$ cat src/rtl/seq_booth_mul_pkg.sv
// Shared types for the sequential radix-4 Booth multiplier: FSM encoding and Booth digit codes.
package seq_booth_mul_pkg;

    typedef enum logic [1:0] {
        ST_IDLE = 2'd0,
        ST_CALC = 2'd1,
        ST_DONE = 2'd2
    } state_e;

    localparam logic [2:0] BD_ZERO_P = 3'b000;
    localparam logic [2:0] BD_POS1_A = 3'b001;
    localparam logic [2:0] BD_POS1_B = 3'b010;
    localparam logic [2:0] BD_POS2   = 3'b011;
    localparam logic [2:0] BD_NEG2   = 3'b100;
    localparam logic [2:0] BD_NEG1_A = 3'b101;
    localparam logic [2:0] BD_NEG1_B = 3'b110;
    localparam logic [2:0] BD_ZERO_N = 3'b111;

endpackage

$ cat src/rtl/seq_booth_mul_booth_gen.sv
// Radix-4 Booth partial-product generator: negative digits come out as the one's complement
// plus a separate correction bit, so the full two's-complement value is pp + neg_o.
module ModRadix4BoothGen
    import seq_booth_mul_pkg::*;
#(
    parameter int WIDTH = 8
) (
    input  logic [2:0]       digit_i,
    input  logic [WIDTH-1:0] mcand_i,
    output logic [WIDTH:0]   pp_o,
    output logic             neg_o
);

    logic [WIDTH:0] mcand_x1;
    logic [WIDTH:0] mcand_x2;

    assign mcand_x1 = {mcand_i[WIDTH-1], mcand_i};
    assign mcand_x2 = {mcand_i, 1'b0};

    always_comb begin
        pp_o  = '0;
        neg_o = 1'b0;
        case (digit_i)
            BD_ZERO_P: begin pp_o = '0;         neg_o = 1'b0; end
            BD_POS1_A: begin pp_o = mcand_x1;   neg_o = 1'b0; end
            BD_POS1_B: begin pp_o = mcand_x1;   neg_o = 1'b0; end
            BD_POS2:   begin pp_o = mcand_x2;   neg_o = 1'b0; end
            BD_NEG2:   begin pp_o = ~mcand_x2;  neg_o = 1'b1; end
            BD_NEG1_A: begin pp_o = ~mcand_x1;  neg_o = 1'b1; end
            BD_NEG1_B: begin pp_o = ~mcand_x1;  neg_o = 1'b1; end
            BD_ZERO_N: begin pp_o = '0;         neg_o = 1'b0; end
        endcase
    end

endmodule

$ cat src/rtl/seq_booth_mul.sv
// Sequential radix-4 Booth multiplier, one digit per cycle; SEQ_BOOTH_SKIP_ZERO_EN enables early exit.
// state | meaning:  IDLE | waiting for operands,  CALC | one Booth digit per edge,  DONE | product held
module seq_booth_mul
    import seq_booth_mul_pkg::*;
#(
    parameter int WIDTH = 8
) (
    input  logic                 clk,
    input  logic                 rst,
    input  logic                 in_valid,
    output logic                 in_ready,
    input  logic [WIDTH-1:0]     a,
    input  logic [WIDTH-1:0]     b,
    output logic                 out_valid,
    input  logic                 out_ready,
    output logic [2*WIDTH-1:0]   product,
    output logic                 busy
);

    localparam int NDIG  = WIDTH / 2;
    localparam int CNT_W = $clog2(NDIG + 1);
    localparam int PW    = 2 * WIDTH;

    state_e             state_q;
    logic [WIDTH-1:0]   a_q;
    logic [WIDTH:0]     mreg_q;
    logic [WIDTH:0]     mreg_d;
    logic [PW-1:0]      acc_q;
    logic [PW-1:0]      acc_d;
    logic [CNT_W-1:0]   cnt_q;
    logic               in_ready_q;
    logic               out_valid_q;
    logic               busy_q;
    logic [WIDTH:0]     pp;
    logic               pp_neg;
    logic [PW-1:0]      term;
    logic               last_digit;

    ModRadix4BoothGen #(.WIDTH(WIDTH)) u_booth_gen (
        .digit_i (mreg_q[2:0]),
        .mcand_i (a_q),
        .pp_o    (pp),
        .neg_o   (pp_neg)
    );

`ifdef SEQ_BOOTH_SKIP_ZERO_EN
    logic rest_trivial;
`endif

    always_comb begin
        term   = {{(PW-WIDTH-1){pp[WIDTH]}}, pp} + {{(PW-1){1'b0}}, pp_neg};
        acc_d  = acc_q + (term << {cnt_q, 1'b0});
        // Arithmetic shift keeps the vacated digits equal to the sign, so they encode zero.
        mreg_d = {mreg_q[WIDTH], mreg_q[WIDTH], mreg_q[WIDTH:2]};
`ifdef SEQ_BOOTH_SKIP_ZERO_EN
        rest_trivial = (mreg_d == '0) || (mreg_d == '1);
        last_digit   = (cnt_q == CNT_W'(NDIG - 1)) || rest_trivial;
`else
        last_digit   = (cnt_q == CNT_W'(NDIG - 1));
`endif
    end

    always_ff @(posedge clk or posedge rst) begin
        if (rst) begin
            state_q     <= ST_IDLE;
            a_q         <= '0;
            mreg_q      <= '0;
            acc_q       <= '0;
            cnt_q       <= '0;
            in_ready_q  <= 1'b1;
            out_valid_q <= 1'b0;
            busy_q      <= 1'b0;
        end else begin
            case (state_q)
                ST_IDLE: begin
                    if (in_valid) begin
                        a_q        <= a;
                        mreg_q     <= {b, 1'b0};
                        acc_q      <= '0;
                        cnt_q      <= '0;
                        state_q    <= ST_CALC;
                        in_ready_q <= 1'b0;
                        busy_q     <= 1'b1;
                    end
                end
                ST_CALC: begin
                    acc_q  <= acc_d;
                    mreg_q <= mreg_d;
                    cnt_q  <= cnt_q + 1'b1;
                    if (last_digit) begin
                        state_q     <= ST_DONE;
                        out_valid_q <= 1'b1;
                    end
                end
                ST_DONE: begin
                    if (out_ready) begin
                        state_q     <= ST_IDLE;
                        out_valid_q <= 1'b0;
                        in_ready_q  <= 1'b1;
                        busy_q      <= 1'b0;
                    end
                end
                default: begin
                    state_q     <= ST_IDLE;
                    in_ready_q  <= 1'b1;
                    out_valid_q <= 1'b0;
                    busy_q      <= 1'b0;
                end
            endcase
        end
    end

    assign in_ready  = in_ready_q;
    assign out_valid = out_valid_q;
    assign busy      = busy_q;
    assign product   = acc_q;

endmodule
$ cat config.mk
export PLATFORM = sky130hd
export DESIGN_NAME = seq_booth_mul
export DESIGN_NICKNAME = d
export VERILOG_FILES = /design/src/rtl/seq_booth_mul_pkg.sv /design/src/rtl/seq_booth_mul_booth_gen.sv /design/src/rtl/seq_booth_mul.sv
export SDC_FILE = /design/constraint.sdc
export NUM_CORES = 1
export LEC_CHECK = 0
export ABC_AREA = 1
export CORE_UTILIZATION = 61
export DETAILED_ROUTE_END_ITERATION = 6
export GPL_TIMING_DRIVEN = 0
export PLACE_DENSITY = 0.9
export SYNTH_ARGS = -nofsm -noshare
export SYNTH_HDL_FRONTEND = slang
export SYNTH_HIERARCHICAL = 1
export SYNTH_SLANG_ARGS = --single-unit
$ cat constraint.sdc
create_clock -name clk -period 9.3 [get_ports clk]
set_input_delay 2.79 -clock clk [delete_from_list [all_inputs] [get_ports clk]]
set_output_delay 2.79 -clock clk [all_outputs]
set_load 0.01 [all_outputs]
After elaboration in Yosys (flattened, before gate mapping)
Cells that the tools add are included.

Flip-flop bits (word level): 41. Bits of input ports: 20. Output and inout port bits: 19.

Add/subtract/negate cells: 3. Equal/unequal tests: 13. Shift operators: 1. Mux-type cells: 20. Bitwise gates (word level): 4. Reduce and logical (&&, ||, !) cells: 14.

Operator list (number): 9-bit case mux with 5 select lines (1); 16-bit case mux with 2 select lines (1); 9-bit NOT (2); 9-bit case mux with 2 select lines (1); 16-bit adder (1); 16-bit two-way mux (1); 16-bit by 4-bit << shifter with 16-bit output (1); 3-bit equality test, second input constant (4); 3-bit AND reduction (4); 9-bit by 2-bit adder with 10-bit output (1); 3-bit by 2-bit equality test with 1-bit output, second input constant (3); 9-bit two-way mux (1); 1-bit case mux with 3 select lines (3); 2-bit two-way mux (3); 2-bit inequality test, second input constant (3); 2-bit case mux with 3 select lines (1); 3-bit case mux with 2 select lines (1); 2-bit OR reduction (3); 1-bit two-way mux (5); 5-bit OR reduction (1); 2-bit AND reduction (2); 3-bit by 1-bit adder with 3-bit output, second input constant (1); 3-bit by 1-bit equality test with 1-bit output, second input constant (1); 3-bit zero test (1); other kinds (8) (9).

Logic depth before layout (Yosys ltp)
Word-level depth: 7. Gate-level depth with buffers: 28. Gate-level depth less buffers: 27.

By module
The synthesis kept the hierarchy.

Modules (own cells, without submodules): seq_booth_mul (times used 1, cells an instance 401, area each 2877.8 µm², sequential area each 1027.2 µm²); ModRadix4BoothGen (times used 1, cells an instance 74, area each 399.1 µm², sequential area each 0.0 µm²).

Worst setup path after synthesis
OpenSTA, ideal clock, no wires.

Path kind: in2reg. Start point: input in_valid. End point: register acc_q[4] (netlist: product[4]). Arrival: 3.485 ns. Slack: 5.694 ns. Stages: 5. Path buffers: 1. Path through: inv_1 nor2_1 nor2_2 buf_2 a32o_1.

Longest elaborated chain between the ends: 2.

Ends and longest elaborated chain: start: declaration (RTL line seq_booth_mul.sv:10) `input logic in_valid,`; 2-bit inequality test (no line); 2-bit AND reduction (no line); end signal: assignment (RTL line seq_booth_mul.sv:68) `acc_q <= '0;`; end signal: assignment (RTL line seq_booth_mul.sv:79) `acc_q <= '0;`; end signal: assignment (RTL line seq_booth_mul.sv:87) `acc_q <= acc_d;`; end: declaration (RTL line seq_booth_mul.sv:28) `logic [PW-1:0] acc_q;`.

Every way passes these cells. A chain may end at the register's enable or synchronous reset.

Final worst setup path
Start point: register in_ready_q (netlist: in_ready). End point: output in_ready.

RTL lines: start: declaration (RTL line seq_booth_mul.sv:31) `logic in_ready_q;`; start signal: assignment (RTL line seq_booth_mul.sv:70) `in_ready_q <= 1'b1;`; start signal: assignment (RTL line seq_booth_mul.sv:82) `in_ready_q <= 1'b0;`; start signal: assignment (RTL line seq_booth_mul.sv:99) `in_ready_q <= 1'b1;`; end: declaration (RTL line seq_booth_mul.sv:11) `output logic in_ready,`.

No word-level cell between the ends.

==> metrics.yaml <==
run_status:
  outcome: "complete, no violations"
synth:
  synth_fp_nets: 515
  yosysWarnings: 6
  syn_inst: 475
  netlist_top_cells_area: "dfrtp_1 31%, nand2_1 15%, inv_1 7.4%"
  yosysTopAreaCellShare_pct: 30.5
  ys_seq_elements: 41
  synth.distinct_cells: 42
  syn_area_um2: 3280
  async_flop_share_pct: 100
  synth_edf_count: 0
  yosysSeqAreaShare_pct: 31.3
  yosys.area.top_type: "dfrtp_1"
  synth.avg_cell_area_um2: 6.90
  synth-main-ff-cell: "dfrtp_1"
sta:
  finalSetupTns_ps: 0
  final-setup-viol-count: 0
  finalHoldViolCount: 0
  fmax_ghz: 0.241
  slew_headroom_pct: 42.8
  tightest_slew_ps: 856
  rsz0062_at_grt: "false"
  period_share_pct: 44.6
  finalMaxSlewViolations: 0
  skew_ps: 4.89
  finalCriticalPeriod_ps: 4150
place:
  place_congestion: 0.883
  io_buffers: 38
  place_area_um2: 3740
  dpl.hpwl_um: 6340
detailed_routing:
  via_count: 3316
  drt-pass1-iter-count: 5
  antenna_left: 0
  vias_per_cell: 5.61
  post-route-drc-count: 0
  wl_per_cell_um: 14.1
  drt-total-wl_um: 8300
  drtIter0Drc: 224
final_layout:
  diodes: 0
  fill_cells: 431
  nNetsFinal: 560
  drive_above_1_share_pct: 7.68
  final_common_cell: "nand2_1"
  design_area_um2: 3860
  syn2layout_area_growth_pct: 17.7
  final_cell_mix: "132 x nand2_1, 64 x inv_1, 48 x nand3_1, 40 x dfrtp_1, 39 x o21ai_0"
  regArea_um2: 1030
  multi_input_area_um2: 1900
critical_path:
  cp_cell_sequence: "clkdlybuf4s50_1"
  crit_buf_inv: 1
  worstPathRequired_ps: 6510
  critPathTopFamily: "flip-flops"
  criticalPathCategory: "reg2out"
  startpoint_type: "flip-flop"
  endpoint_kind: "output port"
  r2r-start: "mreg_q[2]$_DFFE_PP0P_"
  crit_start: "in_ready$_DFFE_PP1P_"
  arrival_ps: 1360
  cp_max_fo: 2
  critical_path.max_stage_delay_ps: 530
  slowest_stage: "dfstp_2"
cts:
  clockBufferDepth: 2
  clock_sinks: 41
  cts_hold_buf: 0
  cts_made_buffers: 5
  cts_resized: 0
  cts_root_buffer: "clkbuf_8"
  clk_latency_ps: 300
  clk_pin_slew_worst_paths_ps: 80
  htreeDepth: 2
  post_cts_buffers: 0
  cts_tree: "done"
die:
  core_area_um2: 5140
  die_area_um2: 5670
  rows: 26
  pin_count: 39
  die_h_um: 75.3
  fp.dieW_um: 75.3
  initial_core_util_pct: 63.8
min_path:
  hp-start: "in_ready$_DFFE_PP1P_"
  hold_class: "reg2reg"
flow_run:
  cap_violations: 0
grt:
  antenna_found_initial: 0
  grt_max_degree: 42
  overflow: 0
  grtUsageTotal_pct: 31.1
  grt_pass1_vias: 3001
  grt_pass1_wl_um: 13200
layer usage:
metal  vias to the layer above  part of all wire [%]  global-route usage (%)
met5                         -                     0                       0
met4                         0                   2.2                    10.1
met3                        19                   6.3                    4.76
met2                       111                    47                    53.9
met1                      1522                    44                    40.0
li1                       1664                     -                       -
path summary, 6_finish.rpt:
| check | cells after the start | to | slack (ps) |
|---|---|---|---|
| worst max register to register | 22 | product[13]$_DFFE_PP0P_ | 5440 |
| worst min register to register | 2 | in_ready$_DFFE_PP1P_ | 490 |
| worst min-delay path | 2 | in_ready$_DFFE_PP1P_ | 490 |
| min in group asynchronous | 2 | busy$_DFFE_PP0P_ | 2980 |
| max in group asynchronous | 2 | product[9]$_DFFE_PP0P_ | 5790 |
| worst max-delay path | 1 | in_ready | 5150 |
Yosys cell counts, types with 2 or more instances:
master / count
nor2_1: 28
nand3_1: 48
inv_1: 65
or2_2: 2
a21oi_1: 20
ha_1: 19
o21ai_2: 4
xor2_1: 4
o31ai_1: 2
nor2_2: 5
nand2_1: 132
nor2_4: 2
o21bai_1: 5
a22o_1: 3
nor3_1: 8
clkinv_1: 2
buf_2: 4
a221oi_1: 5
nand4_1: 8
buf_4: 5
clkbuf_1: 3
a211oi_1: 2
dfrtp_1: 40
a21o_1: 2
o21ai_0: 39
buf_6: 2
cell type report:
type	count	share of cell area, %
Multi-Input combinational cell	352	49.4
Timing Repair Buffer	38	9.86
Tap cell	70	2.27
Sequential cell	41	26.6
Inverter	68	6.62
Buffer	14	2.37
Clock inverter	2	1.01
Clock buffer	6	1.88
stage by stage:
stage | setup WS (ps) | hold WS (ps) | std cells | util, %
CTS | 5150 | 494 | 591 | 75.0
global route | 5070 | 512 | 591 | 75.0
finish | 5150 | 492 | 591 | 75.0
floorplan | 5570 | 442 | 475 | -
global placement | 4730 | 470 | 583 | 72.9
detailed placement | 4990 | 478 | 583 | 72.9
flip-flops by register name, indices dropped and copies added, names as in the netlist:
signal and flops:
state_q 2, busy 1, in_ready 1, mreg_q 9, cnt_q 3, product 16, a_q 8, out_valid 1
cell families after synthesis:
group           Yosys count  share of synthesized area, %
simple gates            239                          32.7
buf+inv                  82                          10.6
compound gates           89                          16.4
xor+xnor                  4                          1.07
fa+ha+maj                20                          7.87
flops                    41                          31.3
Power is not shown: default switching activity piles up to over one toggle a cycle in this logic, so the estimate is an artifact.
